$ cat config.mk
export PLATFORM = sky130hd
export DESIGN_NAME = mcb_line_reader
export DESIGN_NICKNAME = d
export VERILOG_FILES = /design/src/rtl/mcb_line_reader.sv
export SDC_FILE = /design/constraint.sdc
export NUM_CORES = 1
export LEC_CHECK = 0
export CAP_MARGIN = 40
export CELL_PAD_IN_SITES_DETAIL_PLACEMENT = 0
export CELL_PAD_IN_SITES_GLOBAL_PLACEMENT = 1
export CORE_MARGIN = 4
export CORE_UTILIZATION = 31
export DETAILED_ROUTE_END_ITERATION = 8
export HOLD_SLACK_MARGIN = 0.12
export PLACE_DENSITY_LB_ADDON = 0.25
export SLEW_MARGIN = 20
export SYNTH_ARGS = -nofsm -noshare
export SYNTH_HDL_FRONTEND = slang
export SYNTH_SLANG_ARGS = --single-unit
$ cat constraint.sdc
create_clock -name memclk -period 8.8 [get_ports memclk]
set_input_delay 0.88 -clock memclk [delete_from_list [all_inputs] [get_ports memclk]]
set_output_delay 0.88 -clock memclk [all_outputs]
set_load 0.01 [all_outputs]
$ cat src/rtl/mcb_line_reader.sv
`default_nettype none
// ============================================================================
//  Module      : mcb_line_reader
//  Description : Fetches one video line per request from an MCB read port and
//                forwards the words to a downstream line FIFO. Burst length,
//                bursts per line, lines per frame, line stride and two frame
//                buffer bases are run-time configuration. Supports
//                double-buffer frame selection, downstream backpressure and
//                sticky request-overrun detection.
//
//  Ports
//    memclk, mem_rst_n        : clock, asynchronous active-low reset
//    cfg_*                    : run-time configuration (burst length - 1,
//                               bursts per line, lines per frame, stride,
//                               frame buffer bases)
//    frame_start, frame_sel   : frame restart pulse and buffer select
//    line_req, line_done      : per-line request / completion pulses
//    busy, line_cnt, cur_buf  : status
//    req_ovf                  : sticky request-overrun flag
//    mcb_cmd_*, mcb_rd_*      : MCB command and read-data ports
//    out_data/valid/ready     : downstream FIFO write port
//
//  Revision    : 1.0  initial release
// ============================================================================
module mcb_line_reader #(
    parameter int DWIDTH = 128,
    parameter int AWIDTH = 30,
    parameter int LINE_W = 11,
    parameter int BRST_W = 4
) (
    input  logic              memclk,
    input  logic              mem_rst_n,

    input  logic [5:0]        cfg_bl,
    input  logic [BRST_W-1:0] cfg_brst_num,
    input  logic [LINE_W-1:0] cfg_lines,
    input  logic [AWIDTH-1:0] cfg_stride,
    input  logic [AWIDTH-1:0] cfg_base0,
    input  logic [AWIDTH-1:0] cfg_base1,

    input  logic              frame_start,
    input  logic              frame_sel,
    input  logic              line_req,
    output logic              line_done,
    output logic              busy,
    output logic [LINE_W-1:0] line_cnt,
    output logic              cur_buf,
    output logic              req_ovf,

    output logic              mcb_cmd_en,
    output logic [2:0]        mcb_cmd_instr,
    output logic [5:0]        mcb_cmd_bl,
    output logic [AWIDTH-1:0] mcb_cmd_byte_addr,
    input  logic              mcb_cmd_full,
    output logic              mcb_rd_en,
    input  logic [DWIDTH-1:0] mcb_rd_data,
    input  logic              mcb_rd_empty,

    output logic [DWIDTH-1:0] out_data,
    output logic              out_valid,
    input  logic              out_ready
);

    localparam int         C_BYTES      = DWIDTH / 8;
    localparam int         C_BYTE_SHIFT = $clog2(C_BYTES);
    localparam logic [2:0] C_CMD_READ   = 3'b011;

    typedef enum logic [1:0] {
        ST_IDLE  = 2'd0,
        ST_ISSUE = 2'd1,
        ST_XFER  = 2'd2
    } state_t;

    state_t              r_state;
    logic                r_req_pend;
    logic                r_frame_pend;
    logic [5:0]          r_bl_sh;
    logic [BRST_W-1:0]   r_brst_sh;
    logic [5:0]          r_word_cnt;
    logic [BRST_W-1:0]   r_brst_cnt;
    logic [AWIDTH-1:0]   r_line_addr;
    logic [AWIDTH-1:0]   r_burst_addr;
    logic [LINE_W-1:0]   r_line_cnt;
    logic                r_cur_buf;
    logic                r_req_ovf;
    logic                r_cmd_en;
    logic                r_line_done;

    logic                w_accept;
    logic                w_last_word;
    logic                w_last_burst;
    logic                w_last_line;
    logic                w_apply_frame;
    logic                w_start_line;
    logic [AWIDTH-1:0]   w_burst_bytes;
    logic [AWIDTH-1:0]   w_sel_base;
    logic [AWIDTH-1:0]   w_cur_base;

    assign w_accept      = (r_state == ST_XFER) & ~mcb_rd_empty & out_ready;
    assign w_last_word   = (r_word_cnt == r_bl_sh);
    assign w_last_burst  = (r_brst_cnt == (r_brst_sh - BRST_W'(1)));
    assign w_last_line   = (r_line_cnt == (cfg_lines - LINE_W'(1)));
    // A pending restart owns the IDLE cycle; a pending request waits one
    // cycle so that it starts from the new frame's line 0 address.
    assign w_apply_frame = (r_state == ST_IDLE) & r_frame_pend;
    assign w_start_line  = (r_state == ST_IDLE) & r_req_pend & ~r_frame_pend;
    assign w_burst_bytes = (AWIDTH'(r_bl_sh) + AWIDTH'(1)) << C_BYTE_SHIFT;
    assign w_sel_base    = frame_sel ? cfg_base1 : cfg_base0;
    assign w_cur_base    = r_cur_buf ? cfg_base1 : cfg_base0;

    always_ff @(posedge memclk or negedge mem_rst_n) begin
        if (!mem_rst_n) begin
            r_state      <= ST_IDLE;
            r_req_pend   <= 1'b0;
            r_frame_pend <= 1'b0;
            r_bl_sh      <= '0;
            r_brst_sh    <= '0;
            r_word_cnt   <= '0;
            r_brst_cnt   <= '0;
            r_line_addr  <= '0;
            r_burst_addr <= '0;
            r_line_cnt   <= '0;
            r_cur_buf    <= 1'b0;
            r_req_ovf    <= 1'b0;
            r_cmd_en     <= 1'b0;
            r_line_done  <= 1'b0;
        end else begin
            r_cmd_en    <= 1'b0;
            r_line_done <= 1'b0;

            // Request latch: a request arriving in the consuming cycle is
            // kept as the next request rather than counted as an overrun.
            if (line_req) begin
                r_req_pend <= 1'b1;
            end else if (w_start_line) begin
                r_req_pend <= 1'b0;
            end

            if (frame_start) begin
                r_frame_pend <= 1'b1;
            end else if (w_apply_frame) begin
                r_frame_pend <= 1'b0;
            end

            // Clear first so an overrun in the same cycle is still recorded.
            if (w_apply_frame) begin
                r_req_ovf <= 1'b0;
            end
            if (line_req && r_req_pend && !w_start_line) begin
                r_req_ovf <= 1'b1;
            end

            case (r_state)
                ST_IDLE: begin
                    if (w_apply_frame) begin
                        r_line_cnt  <= '0;
                        r_cur_buf   <= frame_sel;
                        r_line_addr <= w_sel_base;
                    end else if (r_req_pend) begin
                        r_bl_sh      <= cfg_bl;
                        r_brst_sh    <= cfg_brst_num;
                        r_burst_addr <= r_line_addr;
                        r_word_cnt   <= '0;
                        r_brst_cnt   <= '0;
                        r_state      <= ST_ISSUE;
                    end
                end

                ST_ISSUE: begin
                    if (!mcb_cmd_full) begin
                        r_cmd_en <= 1'b1;
                        r_state  <= ST_XFER;
                    end
                end

                ST_XFER: begin
                    if (w_accept) begin
                        if (w_last_word) begin
                            r_word_cnt <= '0;
                            if (w_last_burst) begin
                                r_state     <= ST_IDLE;
                                r_line_done <= 1'b1;
                                if (w_last_line) begin
                                    r_line_cnt  <= '0;
                                    r_line_addr <= w_cur_base;
                                end else begin
                                    r_line_cnt  <= r_line_cnt + LINE_W'(1);
                                    r_line_addr <= r_line_addr + cfg_stride;
                                end
                            end else begin
                                r_brst_cnt   <= r_brst_cnt + BRST_W'(1);
                                r_burst_addr <= r_burst_addr + w_burst_bytes;
                                r_state      <= ST_ISSUE;
                            end
                        end else begin
                            r_word_cnt <= r_word_cnt + 6'd1;
                        end
                    end
                end

                default: begin
                    r_state <= ST_IDLE;
                end
            endcase
        end
    end

    assign line_done         = r_line_done;
    assign busy              = (r_state != ST_IDLE);
    assign line_cnt          = r_line_cnt;
    assign cur_buf           = r_cur_buf;
    assign req_ovf           = r_req_ovf;
    assign mcb_cmd_en        = r_cmd_en;
    assign mcb_cmd_instr     = C_CMD_READ;
    assign mcb_cmd_bl        = r_bl_sh;
    assign mcb_cmd_byte_addr = r_burst_addr;
    assign mcb_rd_en         = w_accept;
    assign out_valid         = w_accept;
    assign out_data          = mcb_rd_data;

endmodule
`default_nettype wire

==> report_table.html, run 1 <==
<table>
<tr><th>Metric</th><th>Value</th></tr>
<tr><th colspan="2">Setup path</th></tr>
<tr><td>WP buf/inv</td><td>2</td></tr>
<tr><td>Element type at the critical path end</td><td>flip-flop</td></tr>
<tr><td>CP cell instances</td><td>clkdlybuf4s50_1 -&gt; inv_1 -&gt; ha_1 -&gt; nor3b_1 -&gt; and4_1 -&gt; nor3_1 -&gt; nor4_4 -&gt; nand2_4 -&gt; nand2_2 -&gt; o31a_1 -&gt; o2111ai_1 -&gt; a22oi_1</td></tr>
<tr><td>Setup slack of the worst register-to-register path</td><td>5.53 ns</td></tr>
<tr><td>Sort of element at the start of the critical path</td><td>input port</td></tr>
<tr><td>Crit path max-delay family</td><td>simple AND/OR/NAND/NOR gates</td></tr>
<tr><td>Peak fanout along the critical path</td><td>42</td></tr>
<tr><td>Arrival time of data at the critical path endpoint</td><td>4.15 ns</td></tr>
<tr><td>Type of the worst setup path</td><td>input port to flip-flop</td></tr>
<tr><td>Worst stage delay on the critical path</td><td>0.54 ns</td></tr>
<tr><td>Required time reported for the critical path endpoint</td><td>9.07 ns</td></tr>
<tr><td>Cell at the slowest stage of the critical path</td><td>nor4_4</td></tr>
<tr><th colspan="2">Layout</th></tr>
<tr><td>Top library cells by usage in the layout, fill and taps aside</td><td>clkdlybuf4s50_1 (171), nand2_1 (130), dfrtp_1 (99)</td></tr>
<tr><td>Antenna diode count</td><td>0</td></tr>
<tr><td>Fin area</td><td>10280 sq um</td></tr>
<tr><td>Leading cell type in the layout, fill and taps excluded</td><td>clkdlybuf4s50_1</td></tr>
<tr><td>Syn-to-layout area delta</td><td>16.88%</td></tr>
<tr><td>Final net count</td><td>1394</td></tr>
<tr><td>Fraction of layout instances using a drive strength above 1</td><td>0.05235</td></tr>
<tr><th colspan="2">Clock network</th></tr>
<tr><td>Hold Buf Count CTS</td><td>0</td></tr>
<tr><td>Setup repair bufs after CTS</td><td>0</td></tr>
<tr><td>H-tree levels</td><td>3</td></tr>
<tr><td>Clk sink count</td><td>99</td></tr>
<tr><td>CTS tree</td><td>yes</td></tr>
<tr><td>Number of clock buffers inserted by TritonCTS</td><td>9</td></tr>
<tr><td>Number of instances resized during post-cts repair</td><td>0</td></tr>
<tr><td>Skew-Pair Late Insertion Delay</td><td>0.35 ns</td></tr>
<tr><td>Clock tree root buffer cell</td><td>clkbuf_16</td></tr>
<tr><td>Clock slew at the register clock pins of the worst setup and hold paths</td><td>0.08 ns</td></tr>
<tr><td>Maximum buffer depth of the clock tree</td><td>2</td></tr>
<tr><th colspan="2">Floorplan</th></tr>
<tr><td>Boundary pin count</td><td>432</td></tr>
<tr><td>Die Y</td><td>176.4 um</td></tr>
<tr><td>Floorplan die area</td><td>31130 sq um</td></tr>
<tr><td>Core Box Area</td><td>27860 sq um</td></tr>
<tr><td>Number of core rows</td><td>61</td></tr>
<tr><td>DIE WIDTH</td><td>176.4 um</td></tr>
<tr><td>Starting Density</td><td>0.3157</td></tr>
<tr><th colspan="2">Routing</th></tr>
<tr><td>Number of iterations in the first detailed-routing pass</td><td>5</td></tr>
<tr><td>Number of nets still failing antenna checks after routing</td><td>0</td></tr>
<tr><td>Detailed Route Iter0 Violations</td><td>419</td></tr>
<tr><td>Via count</td><td>7617</td></tr>
<tr><td>Aggregate routed wire length</td><td>27.57 mm</td></tr>
<tr><td>Final routed DRC violation total</td><td>0</td></tr>
<tr><td>Detail-routed via count per cell</td><td>5.126</td></tr>
<tr><td>Wire length per cell after detailed routing</td><td>18.55 um</td></tr>
<tr><th colspan="2">STA</th></tr>
<tr><td>Count of final max-slew check failures</td><td>0</td></tr>
<tr><td>Final setup violation count</td><td>0</td></tr>
<tr><td>Fin. Hold Viols</td><td>0</td></tr>
<tr><td>Highest clock rate</td><td>257.2 MHz</td></tr>
<tr><td>Slew at the pin with the worst max-slew slack</td><td>0.7783 ns</td></tr>
<tr><td>Clock tree skew after final layout</td><td>0.01038 ns</td></tr>
<tr><td>Fraction of the cycle the final worst path needs</td><td>0.4418</td></tr>
<tr><td>Time the final worst path needs with I/O delays and setup</td><td>3.888 ns</td></tr>
<tr><td>Unrepaired setup endpoints after global routing</td><td>no</td></tr>
<tr><td>Final setup margin</td><td>4.912 ns</td></tr>
<tr><td>Sum Neg Setup Slack</td><td>0 ns</td></tr>
<tr><td>Headroom to the max-slew limit</td><td>0.4787</td></tr>
<tr><td>Worst hold slack</td><td>0.4825 ns</td></tr>
<tr><th colspan="2">Min path</th></tr>
<tr><td>Worst min-delay path category</td><td>flip-flop to flip-flop</td></tr>
<tr><th colspan="2">Pwr</th></tr>
<tr><td>Pwr Density</td><td>322.8 nW/um^2</td></tr>
<tr><td>Maximum VDD drop</td><td>0.1099 mV</td></tr>
<tr><td>Leakage power figure</td><td>4.399 nW</td></tr>
<tr><th colspan="2">Global route</th></tr>
<tr><td>Total Routing Usage GR</td><td>0.1729</td></tr>
<tr><td>Initial antenna violation count</td><td>0</td></tr>
<tr><td>Total grt overflow</td><td>0</td></tr>
<tr><td>Largest net degree at the start of global routing</td><td>55</td></tr>
<tr><td>Number of global-route vias before repair</td><td>7383</td></tr>
<tr><td>Global-route wire length before repair</td><td>42.66 mm</td></tr>
<tr><th colspan="2">Synthesis</th></tr>
<tr><td>Top FF cell, synth</td><td>dfrtp_1</td></tr>
<tr><td>Share of Yosys cell area claimed by the top area cell type</td><td>0.2817</td></tr>
<tr><td>Total of warnings raised by yosys</td><td>0</td></tr>
<tr><td>Total of flip-flops plus latches after synthesis</td><td>99</td></tr>
<tr><td>Cells taking the most area after synthesis</td><td>dfrtp_1 (28%), buf_4 (11%), ha_1 (6.0%)</td></tr>
<tr><td>Leading area contributor after synthesis</td><td>dfrtp_1</td></tr>
<tr><td>Cell Area, Synth</td><td>8796 sq um</td></tr>
<tr><td>Share of the yosys chip area belonging to registers</td><td>0.2817</td></tr>
<tr><td>Average footprint of a synthesized cell</td><td>8.122 sq um</td></tr>
<tr><td>Async S/R FF share, synth</td><td>1.000</td></tr>
<tr><td>Gate count of the mapped netlist</td><td>1083</td></tr>
<tr><td>Unique cell type count in the Yosys netlist</td><td>75</td></tr>
<tr><td>Count of flip-flops with a built-in enable after synthesis</td><td>0</td></tr>
<tr><th colspan="2">Placement</th></tr>
<tr><td>Number of port buffers</td><td>172</td></tr>
<tr><td>Cell area reported after detailed placement</td><td>9933 sq um</td></tr>
<tr><td>Gpl congestion</td><td>0.8520</td></tr>
<tr><td>Placement-stage worst setup slack</td><td>4.527 ns</td></tr>
<tr><td>Post-detailed-placement half-perimeter wirelength</td><td>21.09 mm</td></tr>
<tr><th colspan="2">Status</th></tr>
<tr><td>Outcome</td><td>complete, no violations</td></tr>
<tr><th colspan="2">Job</th></tr>
<tr><td>Max Cap Viol</td><td>0</td></tr>
</table>
==> path summary, 6_finish.rpt <==
check / start / end / cells after the start
worst min-delay path: mcb_cmd_byte_addr[3] / mcb_cmd_byte_addr[3] / 2
max in group asynchronous: mem_rst_n / r_line_addr[11] / 3
worst max-delay path: cfg_lines[0] / r_line_addr[23] / 12
min in group asynchronous: mem_rst_n / line_cnt[8] / 1
worst max register to register: mcb_cmd_bl[0] / mcb_cmd_byte_addr[25] / 11
worst min register to register: mcb_cmd_byte_addr[3] / mcb_cmd_byte_addr[3] / 2
==> report_power, final <==
part | internal (mW) | switching, mW | leakage (nW)
combinational | 0.891 | 1.11 | 3.02
clock | 0.258 | 0.187 | 0.157
sequential | 0.640 | 0.236 | 1.22
==> cells in the mapped netlist, drive strengths merged, types with 4 or more instances <==
cell type and count:
ha 42, mux2i 42, o21a 5, mux2 7, or2 6, clkbuf 37
nor4 4, nand2 133, a21o 17, a21oi 93, xnor2 27, o221ai 5
inv 27, o31ai 9, a31oi 11, nor2b 15, buf 139, nor3 27
o22ai 16, o211ai 5, a211oi 15, and2 4, o21bai 7, nand4 7
nor2 63, and3 13, o41ai 4, xor2 30, nand3 26, o21ai 79
nor3b 8, nand2b 7, or3 8, a2bb2oi 5, dfrtp 99
==> sequential cells by signal, summed over array words and instances, names as in the netlist, 2 cells and up <==
| name | count |
|---|---|
| r_brst_sh | 4 |
| mcb_cmd_byte_addr | 30 |
| mcb_cmd_bl | 6 |
| r_brst_cnt | 4 |
| r_word_cnt | 6 |
| r_state | 2 |
| line_cnt | 11 |
| r_line_addr | 30 |
==> per-stage QoR <==
step	total power, mW	std cells	utilization
after floorplan	2.221	1084	-
after global placement	2.883	1467	0.3558
after detailed placement	2.887	1469	0.3566
after CTS	3.350	1485	0.3681
after global routing	3.621	1486	0.3691
final	3.319	1486	0.3691
==> cells by family after synthesis <==
family / after synthesis / synth area share
and+or+nand+nor: 329 / 0.1791
AOI/OAI and AO/OA: 300 / 0.2159
xor gates and xnor gates: 57 / 0.05676
buffers and inverters: 203 / 0.1447
DFF: 99 / 0.2817
other: 2 / 0.0008538
adders and majority gates: 44 / 0.06430
muxes: 49 / 0.05676
==> per-layer routing <==
layer | global-route usage | vias up | part of all wire
li1 | - | 3756 | -
met1 | 0.2460 | 3617 | 0.48
met2 | 0.2730 | 208 | 0.45
met3 | 0.02698 | 36 | 0.055
met4 | 0.04932 | 0 | 0.018
met5 | 0 | - | 0
==> tightest hold or removal path, delay by kind of cell (launching register included) <==
| kind | cells | cell delay, ns |
|---|---|---|
| flip-flops | 1 | 0.35 |
| AND/OR/NAND/NOR | 2 | 0.10 |
==> area by class of cell <==
type | instances | area [sq um]
fillers | 2882 | 17580
multi-input cells | 782 | 5072
flip-flops and latches | 99 | 2477
repair buffers | 184 | 1837
well taps | 378 | 473.0
clock buffers | 12 | 246.5
inverters | 27 | 101.3
clock inverters | 4 | 73.82
(Power assumes the default switching activity.)
==> run 2: changes to the inputs <==
Settings changed: CORE_UTILIZATION 31 to 29.
Clock period 8.8 ns to 3.6 ns, I/O delays scaled along.
==> run 2 against run 1 <==
First-iteration DRC count grew 22%. Design area rose by 1.2%. Critical path type is now flip-flop to flip-flop. Sequential cell count stayed put. Cell count is 1.7% higher. Critical endpoint is now mcb_cmd_byte_addr[19]. Combinational power rose to 2.5 times the previous value.
==> report_table.html, run 2 (same netlist as run 1, synthesis figures left out) <==
<table>
<tr><th>Metric</th><th>Value</th></tr>
<tr><th colspan="2">STA</th></tr>
<tr><td>Headroom to the max-slew limit</td><td>0.4536</td></tr>
<tr><td>Final setup violation count</td><td>0</td></tr>
<tr><td>Clock tree skew after final layout</td><td>0.01086 ns</td></tr>
<tr><td>Fin. Hold Viols</td><td>0</td></tr>
<tr><td>Fraction of the cycle the final worst path needs</td><td>0.8743</td></tr>
<tr><td>Unrepaired setup endpoints after global routing</td><td>no</td></tr>
<tr><td>Highest clock rate</td><td>317.7 MHz</td></tr>
<tr><td>Time the final worst path needs with I/O delays and setup</td><td>3.147 ns</td></tr>
<tr><td>Count of final max-slew check failures</td><td>0</td></tr>
<tr><td>Worst hold slack</td><td>0.4224 ns</td></tr>
<tr><td>Sum Neg Setup Slack</td><td>0 ns</td></tr>
<tr><td>Slew at the pin with the worst max-slew slack</td><td>0.8158 ns</td></tr>
<tr><th colspan="2">Layout</th></tr>
<tr><td>Top library cells by usage in the layout, fill and taps aside</td><td>clkdlybuf4s50_1 (171), nand2_1 (130), dfrtp_1 (99)</td></tr>
<tr><td>Area taken by multi-input logic gates</td><td>5072 sq um</td></tr>
<tr><td>Syn-to-layout area delta</td><td>18.32%</td></tr>
<tr><td>Post-route insts no fill</td><td>1511</td></tr>
<tr><td>Antenna diode count</td><td>0</td></tr>
<tr><td>Fraction of layout instances using a drive strength above 1</td><td>0.06423</td></tr>
<tr><td>Reg area</td><td>2477 sq um</td></tr>
<tr><td>Final net count</td><td>1409</td></tr>
<tr><td>Count of fill cells added during filler insertion</td><td>3168</td></tr>
<tr><td>Leading cell type in the layout, fill and taps excluded</td><td>clkdlybuf4s50_1</td></tr>
<tr><th colspan="2">Pwr</th></tr>
<tr><td>Maximum VDD drop</td><td>0.2840 mV</td></tr>
<tr><td>Pwr Density</td><td>785.7 nW/um^2</td></tr>
<tr><td>Power Total</td><td>8.177 mW</td></tr>
<tr><td>Leakage power figure</td><td>4.456 nW</td></tr>
<tr><th colspan="2">Setup path</th></tr>
<tr><td>Most common cell type on the critical path</td><td>ha_1</td></tr>
<tr><td>CP cell instances</td><td>ha_1 -&gt; ha_1 -&gt; a21o_1 -&gt; a21oi_1 -&gt; o21ai_0 -&gt; a2111oi_0 -&gt; or3_1 -&gt; buf_4 -&gt; nor3_1 -&gt; a211oi_1</td></tr>
<tr><td>Required time reported for the critical path endpoint</td><td>3.87 ns</td></tr>
<tr><td>Crit path max-delay family</td><td>compound AO/OA/AOI/OAI gates</td></tr>
<tr><td>Capture point of the critical path</td><td>mcb_cmd_byte_addr[19]</td></tr>
<tr><td>Element type at the critical path end</td><td>flip-flop</td></tr>
<tr><td>Sort of element at the start of the critical path</td><td>flip-flop</td></tr>
<tr><td>Worst stage delay on the critical path</td><td>0.63 ns</td></tr>
<tr><td>WP buf/inv</td><td>1</td></tr>
<tr><td>Crit. path cell count</td><td>10</td></tr>
<tr><td>Arrival time of data at the critical path endpoint</td><td>3.41 ns</td></tr>
<tr><td>Peak fanout along the critical path</td><td>6</td></tr>
<tr><td>Type of the worst setup path</td><td>flip-flop to flip-flop</td></tr>
<tr><td>Cells on worst reg2reg path</td><td>10</td></tr>
<tr><td>Setup slack of the worst register-to-register path</td><td>0.45 ns</td></tr>
<tr><td>Cell at the slowest stage of the critical path</td><td>a2111oi_0</td></tr>
<tr><td>Terminus of the critical flop-to-flop path</td><td>mcb_cmd_byte_addr[19]</td></tr>
<tr><td>Launch point of the worst path</td><td>mcb_cmd_bl[0]</td></tr>
<tr><td>FF-to-FF Start</td><td>mcb_cmd_bl[0]</td></tr>
<tr><th colspan="2">Floorplan</th></tr>
<tr><td>Number of core rows</td><td>63</td></tr>
<tr><td>Core Box Area</td><td>29800 sq um</td></tr>
<tr><td>DIE WIDTH</td><td>182.2 um</td></tr>
<tr><td>Boundary pin count</td><td>432</td></tr>
<tr><td>Die Y</td><td>182.2 um</td></tr>
<tr><td>Starting Density</td><td>0.2952</td></tr>
<tr><td>Floorplan die area</td><td>33180 sq um</td></tr>
<tr><th colspan="2">Global route</th></tr>
<tr><td>Global-route wire length before repair</td><td>43.42 mm</td></tr>
<tr><td>Total Routing Usage GR</td><td>0.1647</td></tr>
<tr><td>Largest net degree at the start of global routing</td><td>54</td></tr>
<tr><td>Total grt overflow</td><td>0</td></tr>
<tr><td>Initial antenna violation count</td><td>0</td></tr>
<tr><td>Number of global-route vias before repair</td><td>7508</td></tr>
<tr><th colspan="2">Clock network</th></tr>
<tr><td>CTS tree</td><td>yes</td></tr>
<tr><td>Number of instances resized during post-cts repair</td><td>0</td></tr>
<tr><td>H-tree levels</td><td>3</td></tr>
<tr><td>Skew-Pair Late Insertion Delay</td><td>0.36 ns</td></tr>
<tr><td>Clock tree root buffer cell</td><td>clkbuf_16</td></tr>
<tr><td>Hold Buf Count CTS</td><td>1</td></tr>
<tr><td>Maximum buffer depth of the clock tree</td><td>2</td></tr>
<tr><td>Setup repair bufs after CTS</td><td>0</td></tr>
<tr><td>Clock slew at the register clock pins of the worst setup and hold paths</td><td>0.08 ns</td></tr>
<tr><td>Clk sink count</td><td>99</td></tr>
<tr><td>Number of clock buffers inserted by TritonCTS</td><td>9</td></tr>
<tr><th colspan="2">Routing</th></tr>
<tr><td>Aggregate routed wire length</td><td>28.51 mm</td></tr>
<tr><td>Final routed DRC violation total</td><td>0</td></tr>
<tr><td>Detailed Route Iter0 Violations</td><td>510</td></tr>
<tr><td>Detail-routed via count per cell</td><td>5.072</td></tr>
<tr><td>Number of nets still failing antenna checks after routing</td><td>0</td></tr>
<tr><td>Wire length per cell after detailed routing</td><td>18.87 um</td></tr>
<tr><td>Number of iterations in the first detailed-routing pass</td><td>5</td></tr>
<tr><td>Via count</td><td>7664</td></tr>
<tr><th colspan="2">Min path</th></tr>
<tr><td>Worst min-delay path category</td><td>input port to asynchronous set/reset pin</td></tr>
<tr><th colspan="2">Status</th></tr>
<tr><td>Outcome</td><td>complete, no violations</td></tr>
<tr><th colspan="2">Placement</th></tr>
<tr><td>Cell total after placement</td><td>1495</td></tr>
<tr><td>Post-detailed-placement half-perimeter wirelength</td><td>21.74 mm</td></tr>
<tr><td>Number of port buffers</td><td>172</td></tr>
<tr><td>Gpl congestion</td><td>0.8439</td></tr>
<tr><th colspan="2">Job</th></tr>
<tr><td>Max Cap Viol</td><td>0</td></tr>
</table>
run 2: changes by cell type in the layout (fill, tap and decap cells not counted), sizes merged:
cell         change
dlygate4sd3      +1
clkinvlp         +3
clkbuf           -2
clkinv           -2
bufinv           -1
buf             +14
run 2: per-stage QoR:
step,cell area (sq um),worst slack [ns],util
3_5_place_dp,10090,0.1870,0.3387
5_1_grt,10410,0.2002,0.3493
6_report,10410,0.4527,0.3493
3_3_place_gp,10060,0.2379,0.3377
4_1_cts,10390,0.3610,0.3488
2_1_floorplan,8800,0.6824,-
run 2: where the power goes:
part	total, mW	internal [mW]	switching [mW]
Combinational	5.00	2.26	2.75
Clock	1.02	0.552	0.469
Sequential	2.15	1.56	0.587
Total	8.18	4.37	3.80
run 2: per-layer routing:
layer / GRT usage / up-vias / wire (um)
met1: 0.2296 / 3637 / 13630
met5: 0 / - / 0
met2: 0.2617 / 205 / 12920
li1: - / 3787 / -
met4: 0.04113 / 0 / 478
met3: 0.03408 / 35 / 1477
run 2: worst min path at each step:
stage,to,from,slack [ns]
after floorplan,cur_buf,mem_rst_n,0.06
after global placement,mcb_cmd_byte_addr[1],mcb_cmd_byte_addr[1],0.47
after detailed placement,line_cnt[4],mem_rst_n,0.25
after CTS,r_line_addr[24],mem_rst_n,0.43
after global routing,r_line_addr[24],mem_rst_n,0.44
final,r_line_addr[24],mem_rst_n,0.42
run 2: cell type report:
type,count,share of cell area
multi-input combinational,782,0.4874
sequential,99,0.2380
timing repair buffer,199,0.1899
tap,390,0.04689
clock buffer,10,0.02296
inverter,27,0.009738
clock inverter,4,0.005049
